File: src/rtl/bf_radix2_pipe.sv
// bf_radix2_pipe: three-stage pipelined radix-2 butterfly, Y0=(A+B)>>s, Y1=((A-B)*W)>>(FRAC_W+s)
// Ports: clk, rst_n (async low); in_valid/in_ready + a/b/w operands + scale in;
// out_valid/out_ready + y0/y1 out; ovf sticky saturation flag with ovf_clr.
module bf_radix2_pipe #(
  parameter int DATA_W = 16,
  parameter int FRAC_W = 8
) (
  input  logic                     clk,
  input  logic                     rst_n,
  input  logic                     in_valid,
  output logic                     in_ready,
  input  logic signed [DATA_W-1:0] a_re,
  input  logic signed [DATA_W-1:0] a_im,
  input  logic signed [DATA_W-1:0] b_re,
  input  logic signed [DATA_W-1:0] b_im,
  input  logic signed [DATA_W-1:0] w_re,
  input  logic signed [DATA_W-1:0] w_im,
  input  logic                     scale,
  output logic                     out_valid,
  input  logic                     out_ready,
  output logic signed [DATA_W-1:0] y0_re,
  output logic signed [DATA_W-1:0] y0_im,
  output logic signed [DATA_W-1:0] y1_re,
  output logic signed [DATA_W-1:0] y1_im,
  output logic                     ovf,
  input  logic                     ovf_clr
);
  localparam int D1 = DATA_W + 1;
  localparam int P = 2 * DATA_W + 2;
  localparam logic signed [P-1:0] ONE = P'(1);
  localparam logic signed [P-1:0] MAXV = (ONE <<< (DATA_W - 1)) - ONE;
  localparam logic signed [P-1:0] MINV = -(ONE <<< (DATA_W - 1));
  localparam logic signed [P-1:0] H0 = ONE <<< (FRAC_W - 1);
  localparam logic signed [P-1:0] H1 = ONE <<< FRAC_W;
  function automatic logic signed [DATA_W-1:0] sat(input logic signed [P-1:0] v);
    return v > MAXV ? MAXV[DATA_W-1:0] : (v < MINV ? MINV[DATA_W-1:0] : v[DATA_W-1:0]);
  endfunction
  function automatic logic ov(input logic signed [P-1:0] v);
    return v > MAXV || v < MINV;
  endfunction
  logic en, v1, v2, v3, s1, s2, any_ov;
  logic signed [D1-1:0] sr1, si1, dr1, di1, sr2, si2;
  logic signed [DATA_W-1:0] wr1, wi1;
  logic signed [P-1:0] pr2, pi2, r0r, r0i, r1r, r1i;
  // Whole pipe advances together; it only stalls when a held output is refused.
  assign en = out_ready | ~v3;
  assign in_ready = en;
  assign out_valid = v3;
  always_ff @(posedge clk or negedge rst_n)
    if (!rst_n) begin
      v1 <= '0;
      s1 <= '0;
      sr1 <= '0;
      si1 <= '0;
      dr1 <= '0;
      di1 <= '0;
      wr1 <= '0;
      wi1 <= '0;
    end else if (en) begin
      v1 <= in_valid;
      s1 <= scale;
      sr1 <= D1'(a_re) + D1'(b_re);
      si1 <= D1'(a_im) + D1'(b_im);
      dr1 <= D1'(a_re) - D1'(b_re);
      di1 <= D1'(a_im) - D1'(b_im);
      wr1 <= w_re;
      wi1 <= w_im;
    end
  always_ff @(posedge clk or negedge rst_n)
    if (!rst_n) begin
      v2 <= '0;
      s2 <= '0;
      sr2 <= '0;
      si2 <= '0;
      pr2 <= '0;
      pi2 <= '0;
    end else if (en) begin
      v2 <= v1;
      s2 <= s1;
      sr2 <= sr1;
      si2 <= si1;
      pr2 <= P'(dr1) * P'(wr1) - P'(di1) * P'(wi1);
      pi2 <= P'(dr1) * P'(wi1) + P'(di1) * P'(wr1);
    end
  // Round-half-up: add half an LSB of the target scale, then arithmetic shift.
  always_comb begin
    r0r = s2 ? (P'(sr2) + ONE) >>> 1 : P'(sr2);
    r0i = s2 ? (P'(si2) + ONE) >>> 1 : P'(si2);
    r1r = (pr2 + (s2 ? H1 : H0)) >>> (s2 ? FRAC_W + 1 : FRAC_W);
    r1i = (pi2 + (s2 ? H1 : H0)) >>> (s2 ? FRAC_W + 1 : FRAC_W);
  end
  assign any_ov = ov(r0r) | ov(r0i) | ov(r1r) | ov(r1i);
  always_ff @(posedge clk or negedge rst_n)
    if (!rst_n) begin
      v3 <= '0;
      y0_re <= '0;
      y0_im <= '0;
      y1_re <= '0;
      y1_im <= '0;
    end else if (en) begin
      v3 <= v2;
      y0_re <= sat(r0r);
      y0_im <= sat(r0i);
      y1_re <= sat(r1r);
      y1_im <= sat(r1i);
    end
  // Set has priority over a same-cycle clear.
  always_ff @(posedge clk or negedge rst_n)
    if (!rst_n) ovf <= '0;
    else if (en && v2 && any_ov) ovf <= 1'b1;
    else if (ovf_clr) ovf <= 1'b0;
endmodule

File: config.mk
export PLATFORM = sky130hd
export DESIGN_NAME = bf_radix2_pipe
export DESIGN_NICKNAME = d
export VERILOG_FILES = /design/src/rtl/bf_radix2_pipe.sv
export SDC_FILE = /design/constraint.sdc
export NUM_CORES = 2
export LEC_CHECK = 0
export BUFFER_PORTS_ARGS = -buffer_cell sky130_fd_sc_hd__buf_2
export CAP_MARGIN = 20
export CORE_UTILIZATION = 54
export CTS_BUF_LIST = sky130_fd_sc_hd__clkbuf_16
export CTS_CLUSTER_SIZE = 12
export DETAILED_ROUTE_END_ITERATION = 10
export GPL_TIMING_DRIVEN = 0
export MAX_ROUTING_LAYER = met4
export PLACE_DENSITY = 0.71
export SYNTH_ARGS = -nofsm -noshare
export SYNTH_HDL_FRONTEND = slang
export SYNTH_SLANG_ARGS = --single-unit
File: constraint.sdc
create_clock -name clk -period 17.2 [get_ports clk]
set_input_delay 1.72 -clock clk [delete_from_list [all_inputs] [get_ports clk]]
set_output_delay 1.72 -clock clk [all_outputs]
set_load 0.005 [all_outputs]
==> results.tsv <==
metric	value	unit
post-dp-hpwl	188000	um
rr_worst_depth	24	
hold_path.class	reg2reg	
syn_area	57600	sq um
rows	119	
syn2layout_area_growth	7.65	%
most-common-layout-cells	1412 x sky130_fd_sc_hd__inv_1, 1238 x sky130_fd_sc_hd__fa_1, 921 x sky130_fd_sc_hd__nand2_1, 525 x sky130_fd_sc_hd__and2_1, 376 x sky130_fd_sc_hd__ha_1	
worstHoldPathCells	2	
min_period	10.67	ns
violated_checks	design-rule violations	
cts_hold_repair.buffers	0	
ys.flop_type	sky130_fd_sc_hd__dfrtp_1	
post-route-drc-count	18	
status	finished with violations	
maximum_number_of_pins_on_one_net_before_global_route_repair	110	
fin_worst_skew	0.0497	ns
first_drt_iteration_drcs	5763	
grt_pass1_vias	48200	
setup.worst_path.start	wi1[0]	
timing.critical_path.required	17.69	ns
timing.critical_path.fanout_max	13	
max-clock-path-buffers	3	
gr-total-overflow	0	
seqCellArea	6410	sq um
multi_input_area	44600	sq um
start_point_of_the_worst_min_delay_path	sr1[5]	
globalplace.congestion	1.12	
detail_route.wl_per_cell	28.9	um
drt_wl_total	234000	um
post_cts_setup_repair_buffer_count	0	
fillCellCount	9607	
i_o_pins	169	
viasPerCell	5.90	
crit_path_end_kind	flop	
post_cts.resized_instances	0	
clock_tree.root_cell	sky130_fd_sc_hd__clkbuf_16	
postSynth.asyncResetShare	100	%
core	106000	sq um
netlist_instances	6389	
maxCapViolCount	0	
vias	47800	
yosysWarningCount	0	
design.die.area	108000	sq um
port_buffers	168	
critical_path_class	reg2reg	
cts_buffers	31	
mostFrequentLayoutCell	sky130_fd_sc_hd__inv_1	
relSlewSlack	10.4	%
gr-usage-all-layers	45.9	%
reg2reg_from	wi1[0]	
post_layout_net_count	8357	
startpoint_type	flop	
final_number_of_setup_violating_endpoints	0	
yosysSeqAreaShare	11.1	%
detail_route.first_pass.iterations	10	
start_util	54.6	%
clock.fmax	0.0937	GHz
numClockSinks	256	
layout_worst_path_cycle_share	62.0	%
antenna_found_initial	34	
first_pass_grt_wire_length	336000	um
timing.hold.ws	0.454	ns
mappedNetlistNets	8105	
die_height	329	um
htree_num_levels	1	
synth-edff-count	0	
slew_viol_final	0	
antenna_violating_nets_post_route	0	
clock_insertion_delay_worst_skew	0.65	ns
yosys.area.top_type_share	43.0	%
worstPathArrival	11.16	ns
flop_and_latch_count_out_of_synthesis	256	
clk_pin_slew_worst_paths	0.07	ns
synthesis.area_per_instance	9.02	sq um
grt_setup_unrepaired	no	
final_layout_size_suffix_gt1_share	4.79	%
fin_setup_tns	0	ns
tritoncts	yes	
finalHoldViolCount	0	
worst_slew_pin_slew	1.34	ns
synth_top_area_cell	sky130_fd_sc_hd__fa_1	
synth_area_leaders	sky130_fd_sc_hd__fa_1 43%, sky130_fd_sc_hd__dfrtp_1 11%, sky130_fd_sc_hd__inv_1 9.2%, sky130_fd_sc_hd__ha_1 8.2%, sky130_fd_sc_hd__nand2_1 6.0%	
netlist-cell-type-count	85	
fp.dieW	329	um
## final cells by class
type                    instances  area share, %
diodes                         53          0.214
plain buffers                 336           2.07
clock buffers                  31           1.25
inverters                    1411           8.54
flip-flops and latches        256           10.3
multi-input cells            4386           72.0
clock inverters                21          0.246
repair buffers                219           2.58
well taps                    1391           2.81
## sequential cells by signal, indices dropped and copies added (netlist names), 17 cells and up
signal,count
dr1,17
pr2,27
si2,17
si1,17
pi2,27
sr2,17
## cell usage after synthesis (53+ instances only)
| cell | instances |
|---|---|
| sky130_fd_sc_hd__ha_1 | 376 |
| sky130_fd_sc_hd__dfrtp_1 | 256 |
| sky130_fd_sc_hd__and2_1 | 525 |
| sky130_fd_sc_hd__inv_1 | 1409 |
| sky130_fd_sc_hd__nand3_1 | 56 |
| sky130_fd_sc_hd__clkbuf_1 | 310 |
| sky130_fd_sc_hd__a21oi_1 | 170 |
| sky130_fd_sc_hd__o21ai_0 | 157 |
| sky130_fd_sc_hd__fa_1 | 1238 |
| sky130_fd_sc_hd__xor2_1 | 53 |
| sky130_fd_sc_hd__nor2_1 | 222 |
| sky130_fd_sc_hd__xnor2_1 | 106 |
| sky130_fd_sc_hd__nand2_1 | 921 |
## metal layers
layer / vias to the layer above / GRT usage [%] / share of wire (%)
met5: - / - / 0
met4: 0 / 30.3 / 8.8
met3: 793 / 17.0 / 14
met2: 3179 / 61.1 / 40
met1: 24200 / 58.0 / 37
li1: 19700 / - / -
## final timing paths
| check | endpoint | slack [ns] |
|---|---|---|
| worst max-delay path | pr2[29] | 6.53 |
| worst min-delay path | sr2[5] | 0.45 |
| worst max register to register | pr2[29] | 6.53 |
| worst min register to register | sr2[5] | 0.45 |
| max in group asynchronous | di1[6] | 15.10 |
| min in group asynchronous | y1_re[10] | 1.01 |
## cells by family after synthesis
family | synth area share [%]
compound gates | 6.79
xor+xnor | 2.42
fa+ha+maj | 51.7
buf+inv | 11.4
flops | 11.1
mux | 0.272
simple gates | 16.3
## critical path, cell delays in order (launching register included)
cell and delay (ns):
sky130_fd_sc_hd__dfrtp_1 0.77, sky130_fd_sc_hd__clkbuf_1 0.92, sky130_fd_sc_hd__nand2_1 0.44, sky130_fd_sc_hd__inv_1 0.87
sky130_fd_sc_hd__fa_1 0.56, sky130_fd_sc_hd__inv_1 0.09, sky130_fd_sc_hd__fa_1 0.42, sky130_fd_sc_hd__inv_1 0.08
sky130_fd_sc_hd__fa_1 0.41, sky130_fd_sc_hd__inv_1 0.09, sky130_fd_sc_hd__fa_1 0.44, sky130_fd_sc_hd__fa_1 0.64
sky130_fd_sc_hd__fa_1 0.47, sky130_fd_sc_hd__fa_1 0.50, sky130_fd_sc_hd__inv_1 0.05, sky130_fd_sc_hd__fa_1 0.47
sky130_fd_sc_hd__inv_1 0.04, sky130_fd_sc_hd__ha_1 0.33, sky130_fd_sc_hd__nand4_1 0.23, sky130_fd_sc_hd__a211oi_1 0.81
sky130_fd_sc_hd__o2111ai_1 0.51, sky130_fd_sc_hd__a31oi_1 0.46, sky130_fd_sc_hd__o22ai_1 0.16, sky130_fd_sc_hd__xor2_1 0.49
sky130_fd_sc_hd__a21oi_1 0.16
## per-stage QoR
step	cells	setup slack, ns	area [sq um]	util, %
floorplan	6389	9.60	57600	-
global placement	7948	5.82	60200	57.0
detailed placement	7986	7.04	60800	57.6
CTS	8038	7.00	61700	58.4
global route	8085	6.46	62000	58.7
finish	8104	6.53	62000	58.7
Power is left out: the tool's default activity adds up to more than one toggle a clock period on the data nets, which glitch-free logic cannot reach.
